### config.mk
export PLATFORM = sky130hd
export DESIGN_NAME = scan_seq8
export DESIGN_NICKNAME = d
export VERILOG_FILES = /design/src/rtl/scan_seq8.sv
export SDC_FILE = /design/constraint.sdc
export NUM_CORES = 1
export LEC_CHECK = 0
export ABC_AREA = 1
export ABC_CLOCK_PERIOD_IN_PS = 1400
export CORE_ASPECT_RATIO = 1.2
export CORE_MARGIN = 2
export CORE_UTILIZATION = 44
export DETAILED_ROUTE_END_ITERATION = 16
export PLACE_DENSITY = 0.73
export SLEW_MARGIN = 20
export SYNTH_ARGS = -nofsm -noshare
export SYNTH_HDL_FRONTEND = slang
export SYNTH_SLANG_ARGS = --single-unit
### constraint.sdc
create_clock -name CLK -period 1.4 [get_ports CLK]
set_input_delay 0.35 -clock CLK [delete_from_list [all_inputs] [get_ports CLK]]
set_output_delay 0.35 -clock CLK [all_outputs]
set_load 0.01 [all_outputs]
### src/rtl/scan_seq8.sv
// scan_seq8: free-running channel scanner for a 3-to-8 enabled decoder.
// Each enabled channel gets DIV clocks with EN high, preceded by BLANK
// clocks with EN low. Channels with a clear MASK bit are skipped.
// Ports:
//   CLK    - clock, rising edge
//   RST_N  - asynchronous active-low reset
//   RUN    - scan request, sampled at decision points
//   MASK   - channel enables, sampled at decision points
//   A      - registered channel address to the decoder
//   EN     - registered decoder enable
//   FRAME  - registered one-cycle pulse when the scan wraps
//   BUSY   - high whenever the sequencer is not idle
module scan_seq8 #(
  parameter int DIV   = 4,
  parameter int BLANK = 1
) (
  input  logic       CLK,
  input  logic       RST_N,
  input  logic       RUN,
  input  logic [7:0] MASK,
  output logic [2:0] A,
  output logic       EN,
  output logic       FRAME,
  output logic       BUSY
);

  localparam int CMAX = (DIV > BLANK) ? DIV : BLANK;
  localparam int CW   = (CMAX > 1) ? $clog2(CMAX) : 1;

  // Terminal counts; the counter runs 0..N-1 in each timed state.
  localparam logic [CW-1:0] DIV_LAST = CW'(DIV - 1);
  localparam logic [CW-1:0] BLK_LAST =
    (BLANK > 0) ? CW'(BLANK - 1) : '0;

  typedef enum logic [1:0] {
    S_IDLE,
    S_BLANK,
    S_ACTIVE
  } state_e;

  // With no blanking, a new dwell starts straight in ACTIVE.
  localparam state_e S_ENTRY =
    (BLANK == 0) ? S_ACTIVE : S_BLANK;

  state_e        state_q, state_d;
  logic [CW-1:0] cnt_q, cnt_d;
  logic [2:0]    a_q, a_d;
  logic          en_q, en_d;
  logic          frame_q, frame_d;

  logic [7:0]    mask_hi;
  logic          mask_any;
  logic          hi_any;
  logic [2:0]    first_ch;
  logic [2:0]    next_ch;
  logic          blk_done;
  logic          div_done;

  function automatic logic [2:0] low_bit(
    input logic [7:0] m
  );
    logic [2:0] r;
    r = '0;
    for (int i = 7; i >= 0; i--) begin
      if (m[i]) r = 3'(i);
    end
    return r;
  endfunction

  // Channel search: lowest set bit overall, and
  // lowest set bit strictly above the current address.
  always_comb begin
    mask_hi  = MASK & (8'hFE << a_q);
    mask_any = |MASK;
    hi_any   = |mask_hi;
    first_ch = low_bit(MASK);
    next_ch  = low_bit(mask_hi);
  end

  always_comb begin
    blk_done = (cnt_q == BLK_LAST);
    div_done = (cnt_q == DIV_LAST);
  end

  always_comb begin
    state_d = state_q;
    cnt_d   = cnt_q;
    a_d     = a_q;
    frame_d = 1'b0;
    unique case (state_q)
      S_IDLE: begin
        cnt_d = '0;
        if (RUN && mask_any) begin
          a_d     = first_ch;
          state_d = S_ENTRY;
        end
      end
      S_BLANK: begin
        if (blk_done) begin
          state_d = S_ACTIVE;
          cnt_d   = '0;
        end else begin
          cnt_d = cnt_q + 1'b1;
        end
      end
      S_ACTIVE: begin
        if (div_done) begin
          cnt_d = '0;
          if (!RUN || !mask_any) begin
            state_d = S_IDLE;
          end else begin
            state_d = S_ENTRY;
            if (hi_any) begin
              a_d = next_ch;
            end else begin
              a_d     = first_ch;
              frame_d = 1'b1;
            end
          end
        end else begin
          cnt_d = cnt_q + 1'b1;
        end
      end
      default: begin
        state_d = S_IDLE;
        cnt_d   = '0;
      end
    endcase
    en_d = (state_d == S_ACTIVE);
  end

  always_ff @(posedge CLK or negedge RST_N) begin
    if (!RST_N) begin
      state_q <= S_IDLE;
      cnt_q   <= '0;
      a_q     <= '0;
      en_q    <= 1'b0;
      frame_q <= 1'b0;
    end else begin
      state_q <= state_d;
      cnt_q   <= cnt_d;
      a_q     <= a_d;
      en_q    <= en_d;
      frame_q <= frame_d;
    end
  end

  assign A     = a_q;
  assign EN    = en_q;
  assign FRAME = frame_q;
  assign BUSY  = (state_q != S_IDLE);

endmodule

# Word-level counts from Yosys, hierarchy flattened
# Cells that the tools add are included.
[totals]
ff_bits = 9
latchBits = 0
ramBits = 0
mem_bits_ro = 0
input_bits = 11
out_inout_bits = 6
elab_cells = 59
memories = 0
[classes]
add_sub_neg = 1
multipliers = 0
n_div = 0
magnitude_cmp = 0
n_eq_ne = 7
shifts = 1
mux = 33
bitwise_logic = 1
n_reduce_logical = 11
[ops]
columns = ["op", "count"]
rows = [
  ["two-way mux 3 bit", 20],
  ["OR reduction 8 bit", 2],
  ["two-way mux 2 bit", 5],
  ["AND 8 bit", 1],
  ["left shift 8 x 3 -> 8 bit (first input constant)", 1],
  ["== test 2 bit (second input constant)", 3],
  ["!= test 2 bit (second input constant)", 3],
  ["one-hot mux 2 bit (3 select lines)", 1],
  ["one-hot mux 3 bit (2 select lines)", 1],
  ["two-way mux 1 bit", 5],
  ["logical NOT 2 bit", 2],
  ["one-hot mux 2 bit (2 select lines)", 1],
  ["AND reduction 4 bit", 1],
  ["nonzero test 2 bit", 2],
  ["adder 2 x 1 -> 2 bit (second input constant)", 1],
  ["== test 2 x 1 -> 1 bit (second input constant)", 1],
  ["logical NOT 1 bit", 2],
  ["logical AND 1 bit", 1],
  ["logical OR 1 bit", 1],
]

# Logic depth before layout (Yosys ltp)
# Gate-level depths: netlist (run 1).
[logic_depth]
ltp_word = 14
ltp_mapped = 11
ltp_nobuf = 11

# Worst setup path before layout (run 1)
# OpenSTA, ideal clock, no wires.
[synth_path]
kind = "flip-flop to flip-flop"
from = "reg state_q[0]"
to = "reg en_q (netlist: EN)"
setup_ns = 0.069
t_arrival_ns = 1.392
required_time_ns = 1.331
slack_ns = -0.061
path_stages_with_launch = 9
path_buffers = 0
cell_sequence = "dfrtp_1 inv_1 ha_1 inv_1 nor2_1 or3_1 nand2_1 nand2_1 nor2b_2"
[synth_via]
elab_chain_cells = 3
[synth_rtl]
columns = ["element", "line_no", "text"]
rows = [
  ["start: declaration", "45", "state_e state_q, state_d;"],
  ["start signal: assignment", "140", "state_q <= state_d;"],
  ["== test 2 bit (tied with other cells)", "90", "unique case (state_q)"],
  ["one-hot mux 2 bit (3 select lines) *", "90", ""],
  ["== test 2 bit *", "129", "en_d = (state_d == S_ACTIVE);"],
  ["via en_d", "48", "logic en_q, en_d;"],
  ["end signal: assignment", "143", "en_q <= en_d;"],
  ["end: declaration", "48", ""],
]
# The timed path passes the listed nets; every way through them passes the cells marked *.
# A chain may end at the register's enable or synchronous reset.

# Final worst setup path (run 1)
[layout_path]
from = "reg state_q[1]"
to = "reg en_q (netlist: EN)"
# The elaborated chain is that of the path after synthesis.

==> out/metrics.yaml, run 1 <==
outcome:
  status: "finished with violations"
  violations: "setup timing"
place:
  place_area_sq_mm: 0.00113
  hpwl_microns: 1560
  place.port_buffers: 16
  gp_routability_congestion: 0.835
clocking:
  cts_max_level: 1
  clock_sinks: 9
  clock_latency_ns: 0.26
  cts_tree: "built"
  cts-root-buf: "clkbuf_4"
  holdBufCountCts: 0
  cts-buffers-inserted: 3
  max-clock-path-buffers: 2
  cts.clk_slew.worst_paths_ns: 0.06
cells_and_area:
  drive_above_1_share_pct: 44.5
  seqCellArea_sq_um: 226
  area_growth_pct: 65.0
  final_cell_area_sq_mm: 0.00132
  fillers: 125
  multi_input_area_sq_um: 584
  n_antenna_cell: 0
  finalNetCount: 183
timing:
  hold_viol: 0
  finalCritPeriodShare_pct: 105
  worst_pin_slew_ns: 0.415
  max_slew_margin_pct: 72.2
  fin_ws_ns: -0.0723
  setup_tns_ns: -0.166
  grt_setup_unrepaired: "true"
  finClkSkew_ns: 0.00594
  drv_slew: 0
  fin_crit_ns: 1.47
  setup_viol_count_final: 4
  maxClockFrequency_mhz: 679
worst_hold_path:
  hold_path_class: "in2async"
yosys:
  synthArstFlopShare_pct: 100
  synthesis.nets: 132
  synth-warning-count: 0
  yosysMostFrequentCell: "nand2_1"
  ys.flop_type: "dfrtp_1"
  synth_area_sq_um: 801
  syn_avg_cell_area_sq_um: 7.02
  yosysTopAreaCell: "dfrtp_1"
  ys_seq_area_share_pct: 28.1
  synth-seq-cells: 9
  synth_top_area_share_pct: 28.1
  synth-edff-count: 0
  yosysUniqueCellTypes: 25
  synth_commonest_cells: "34 x nand2_1, 16 x inv_1, 9 x dfrtp_1, 7 x ha_1, 7 x nor2_1"
  synthCells: 114
  ys_top_cells_by_area: "dfrtp_1 28%, nand2_1 16%, ha_1 11%"
setup_path:
  cp_slowest_cell: "dfrtp_1"
  cpMostUsedCell: "nand2_2"
  rr_startpoint: "state_q[1]$_DFF_PN0_"
  startpoint_type: "flip-flop"
  critical_path_class: "reg2reg"
  cp_max_fo: 4
  path_cells: "buf_6 -> ha_4 -> inv_4 -> nor2_4 -> or3_1 -> nand2_2 -> nand2_2 -> nor2b_2"
  endpoint_kind: "flip-flop"
  r2r_slack_ns: -0.07
  max_stage_delay_ns: 0.40
  reg2reg_to: "EN$_DFF_PN0_"
  reg2reg_depth: 8
  arrival_ns: 1.68
  critPathRequiredTime_ns: 1.60
global_routing:
  grt_max_degree: 10
  groute.usage.overall_pct: 21.7
  grt_pass1_wl_microns: 3550
  overflow: 0
  grt_pass1_vias: 917
  antenna_found_initial: 0
flow_run:
  cap_violations: 0
die:
  start_util_pct: 47.6
  fp.dieW_microns: 42.9
  dieHeight_microns: 50.7
  dieArea_sq_mm: 0.00218
  ios: 17
  core-area_sq_mm: 0.00168
  num_rows: 16
route:
  ant_nets: 0
  routed_via_density: 4.88
  first_pass_iters: 2
  routed.top_layer: "met4"
  dr_wl_met2_microns: 1320
  route.detailed.drc: 0
  initialDrtViolationCount: 10
  wl_per_cell_microns: 12.3
  vias: 889
  drt-met1-wl_microns: 814
  drt_wl_total_microns: 2240
  route.met3.wl_microns: 87
power_and_ir_drop:
  p_leak_nw: 0.715
  worst_ir_drop_vdd_v: 0.00107
  power_density_mw_per_mm2: 1600
-- worst max-delay path, delay by kind of cell, from the launching register on --
family	cells	cell delay, ns
simple gates	5	0.66
flops	1	0.40
buf+inv	2	0.19
fa+ha+maj	1	0.16
-- timing repair --
action / in CTS / in global routing
setup endpoints to repair: 12 / 7
gates resized for setup: 28 / 19
cloned: 0 / 0
pin swaps: 10 / 8
buffers inserted: 8 / 4
-- report_power, final --
part	switching [mW]	internal [mW]
logic	0.756	0.760
clock network	0.0936	0.110
registers	0.0517	0.339
-- layer usage --
metal / GRT usage (%) / up-vias
met5: 0 / -
met4: 7.58 / 0
met3: 2.52 / 2
met2: 43.9 / 18
met1: 21.8 / 412
li1: - / 457
-- registers in the layout, summed over array words and instances (netlist names) --
signal / flops
A: 3
EN: 1
FRAME: 1
cnt_q: 2
state_q: 2
-- cell usage in the layout (no fill, tap or decap), types with 3 or more instances in the layout --
| cell | count |
|---|---|
| inv_2 | 5 |
| clkdlybuf4s50_1 | 3 |
| nand3_2 | 4 |
| dlygate4sd2_1 | 10 |
| dfrtp_1 | 8 |
| buf_6 | 4 |
| nor2_1 | 5 |
| a21oi_1 | 6 |
| clkbuf_4 | 3 |
| buf_4 | 27 |
| nand2_2 | 7 |
| nand3_1 | 4 |
| ha_1 | 4 |
| nand2_4 | 5 |
| inv_1 | 12 |
| nand2_1 | 29 |
-- layout make-up --
| cell class | instances | share of cell area (%) |
|---|---|---|
| multi-input cells | 86 | 44.2 |
| repair buffers | 46 | 29.0 |
| well taps | 18 | 1.70 |
| inverters | 19 | 5.97 |
| clock buffers | 4 | 1.99 |
| flip-flops and latches | 9 | 17.1 |
-- metrics by stage --
stage / setup WS (ns) / hold slack [ns] / total power [mW] / cells / utilization, %
global route: -0.175 / 0.421 / 2.29 / 182 / 78.6
CTS: -0.0764 / 0.405 / 1.93 / 178 / 73.1
floorplan: 0.0184 / 0.0544 / 1.09 / 114 / -
detailed placement: -0.367 / 0.579 / 1.61 / 166 / 67.3
finish: -0.0723 / 0.382 / 2.11 / 182 / 78.6
global placement: -0.328 / 0.577 / 1.58 / 166 / 67.3
-- kinds of logic (layout without fill, tap and decap cells) --
group                    count (synthesis)  after routing  synth area share (%)
flip-flops                               9              9                  28.1
adder cells (fa/ha/maj)                  7              7                  10.9
buffers and inverters                   19             69                  8.91
AO/OA/AOI/OAI                           15             15                  13.1
AND/OR/NAND/NOR                         64             64                  38.9
-- worst max-delay path by stage --
stage | to | slack (ns) | cells past startpoint | startpoint
6_report | EN$_DFF_PN0_ | -0.07 | 8 | state_q[1]$_DFF_PN0_
5_1_grt | EN$_DFF_PN0_ | -0.18 | 8 | state_q[1]$_DFF_PN0_
2_1_floorplan | EN$_DFF_PN0_ | 0.02 | 8 | state_q[0]$_DFF_PN0_
4_1_cts | EN$_DFF_PN0_ | -0.08 | 8 | state_q[1]$_DFF_PN0_
3_5_place_dp | A[2]$_DFFE_PN0P_ | -0.37 | 11 | MASK[1]
3_3_place_gp | A[0]$_DFFE_PN0P_ | -0.33 | 9 | MASK[3]
Power figures use the tool's default switching activity.
==> run 2: changes to the inputs <==
CORE_MARGIN = 5   (was 2)
==> out/metrics.yaml, run 2 (synthesized netlist as in run 1, its figures left out) <==
timing:
  fin_ws_ns: -0.0850  # was -0.0723 ns
  finalCritPeriodShare_pct: 106  # was 105%
  finClkSkew_ns: 0.00398  # was 0.00594 ns
  hold_slack_ns: 0.388  # was 0.382 ns
  worst_pin_slew_ns: 0.430  # was 0.415 ns
  grt_setup_unrepaired: "true"  # unchanged
  hold_viol: 0  # unchanged
  drv_slew: 0  # unchanged
  max_slew_margin_pct: 71.3  # was 72.2%
  fin_crit_ns: 1.49  # was 1.47 ns
  maxClockFrequency_mhz: 673  # was 679 MHz
  setup_viol_count_final: 6  # was 4
cells_and_area:
  fin_util_pct: 74.1  # was 78.6%
  n_antenna_cell: 0  # unchanged
  most-common-layout-cells: "26 x nand2_1, 26 x buf_4, 12 x nand2_2"  # was 29 x nand2_1, 27 x buf_4, 12 x inv_1
  finalNetCount: 181  # was 183
  area_growth_pct: 65.3  # was 65.0%
  fillers: 151  # was 125
  drive_above_1_share_pct: 47.5  # was 44.5%
  seqCellArea_sq_um: 228  # was 226 sq um
  largest_reg_flops: 3  # unchanged
  layout.cells.non_filler: 181  # was 182
  multi_input_area_sq_um: 604  # was 584 sq um
power_and_ir_drop:
  switching_power_mw: 0.923  # was 0.901 mW
  p_int_mw: 1.19  # was 1.21 mW
  clkPwrFrac_pct: 9.7  # about the same
  combPwrFrac_pct: 71.3  # was 71.8%
  worst_ir_drop_vdd_v: 0.000921  # was 0.00107 V
  power_frac_seq_pct: 19.0  # was 18.5%
  power_density_mw_per_mm2: 1600  # about the same
  switching_share_pct: 43.6  # was 42.7%
  p_leak_nw: 0.710  # was 0.715 nW
setup_path:
  endpoint_kind: "flip-flop"  # unchanged
  cp_top_family: "simple AND/OR/NAND/NOR gates"  # unchanged
  cpMostUsedCell: "nand2_2"  # unchanged
  startpoint_type: "flip-flop"  # unchanged
  path_cells: "buf_4 -> ha_4 -> inv_4 -> nor2_4 -> or3_1 -> nand2_2 -> nand2_2 -> nor2b_2"  # was buf_6 -> ha_4 -> inv_4 -> nor2_4 -> or3_1 -> nand2_2 -> nand2_2 -> nor2b_2
  arrival_ns: 1.69  # was 1.68 ns
  critPathRequiredTime_ns: 1.61  # was 1.60 ns
  critical_path_class: "reg2reg"  # unchanged
  max_stage_delay_ns: 0.38  # was 0.40 ns
  critPathBufInv: 2  # unchanged
  cp_slowest_cell: "dfrtp_1"  # unchanged
  cp_max_fo: 4  # unchanged
route:
  wl_per_cell_microns: 12.8  # was 12.3 microns
  route.detailed.drc: 0  # unchanged
  drt_wl_total_microns: 2310  # was 2240 microns
  ant_nets: 0  # unchanged
  first_pass_iters: 4  # was 2
  initialDrtViolationCount: 10  # unchanged
  routed_via_density: 5.05  # was 4.88
  vias: 914  # was 889
clocking:
  max-clock-path-buffers: 2  # unchanged
  cts_tree: "built"  # unchanged
  cts-buffers-inserted: 3  # unchanged
  clock_latency_ns: 0.27  # was 0.26 ns
  cts-root-buf: "clkbuf_4"  # unchanged
  clock_sinks: 9  # unchanged
  cts.clk_slew.worst_paths_ns: 0.06  # about the same
  cts_max_level: 1  # unchanged
die:
  dieHeight_microns: 56.7  # was 50.7 microns
  fp.dieW_microns: 48.9  # was 42.9 microns
  dieArea_sq_mm: 0.00278  # was 0.00218 sq mm
  core-area_sq_mm: 0.00179  # was 0.00168 sq mm
  start_util_pct: 44.8  # was 47.6%
  ios: 17  # unchanged
  num_rows: 17  # was 16
place:
  place.port_buffers: 16  # unchanged
  gp_routability_congestion: 0.905  # was 0.835
  placedCellCount: 171  # was 166
  hpwl_microns: 1660  # was 1560 microns
worst_hold_path:
  hold_path_class: "in2async"  # unchanged
flow_run:
  cap_violations: 0  # unchanged
global_routing:
  grt_pass1_vias: 973  # was 917
  grt_pass1_wl_microns: 3930  # was 3550 microns
  groute.usage.overall_pct: 17.7  # was 21.7%
  overflow: 0  # unchanged
  grt_max_degree: 10  # unchanged
  antenna_found_initial: 0  # unchanged
outcome:
  violations: "setup timing"  # unchanged
  status: "finished with violations"  # unchanged
[run 2: path summary, 6_finish.rpt]
check,start,endpoint,slack (ns),cells past startpoint
min in group CLK,MASK[3],A[2]$_DFFE_PN0P_,0.60,6
max,state_q[1]$_DFF_PN0_,EN$_DFF_PN0_,-0.09,8
min,RST_N,state_q[1]$_DFF_PN0_,0.39,1
max in group asynchronous,RST_N,A[1]$_DFFE_PN0P_,0.69,1
min reg2reg,cnt_q[0]$_DFF_PN0_,cnt_q[0]$_DFF_PN0_,0.62,3
max reg2reg,state_q[1]$_DFF_PN0_,EN$_DFF_PN0_,-0.09,8
[run 2: final cells by class]
class	instances	share of cell area, %
inverters	19	5.58
repair buffers	44	27.8
clock buffers	4	1.98
multi-input cells	86	45.7
flip-flops and latches	9	17.2
well taps	19	1.80
[run 2: metal layers]
| layer | routed length, microns | vias up | part of all wire (%) | global-route usage, % |
|---|---|---|---|---|
| li1 | - | 455 | - | - |
| met2 | 1330 | 27 | 57 | 33.4 |
| met3 | 112 | 6 | 4.8 | 3.18 |
| met4 | 68 | 0 | 2.9 | 9.62 |
| met1 | 801 | 426 | 35 | 17.6 |
| met5 | 0 | - | 0 | 0 |
[run 2: repair_timing]
| action | CTS | global route |
|---|---|---|
| gates resized for setup | 30 | 20 |
| buffers inserted | 5 | 2 |
| endpoints found under the setup margin | 13 | 9 |
| hold buffers | 0 | 0 |
| pin swaps | 9 | 10 |
[run 2: power groups by stage]
stage / registers, mW / clock network [mW] / logic, mW
global placement: 0.427 / 0 / 1.20
CTS: 0.400 / 0.216 / 1.40
finish: 0.402 / 0.205 / 1.51
global route: 0.416 / 0.226 / 1.65
detailed placement: 0.430 / 0 / 1.23
floorplan: 0.438 / 0 / 0.650
[run 2: per-stage QoR]
step	instance area [sq um]	worst slack [ns]	power, mW	setup TNS [ns]
floorplan	813	0.0184	1.09	0
global placement	1160	-0.332	1.63	-2.17
detailed placement	1160	-0.380	1.66	-2.44
CTS	1270	-0.161	2.02	-0.640
global route	1320	-0.150	2.29	-0.760
finish	1320	-0.0850	2.12	-0.332
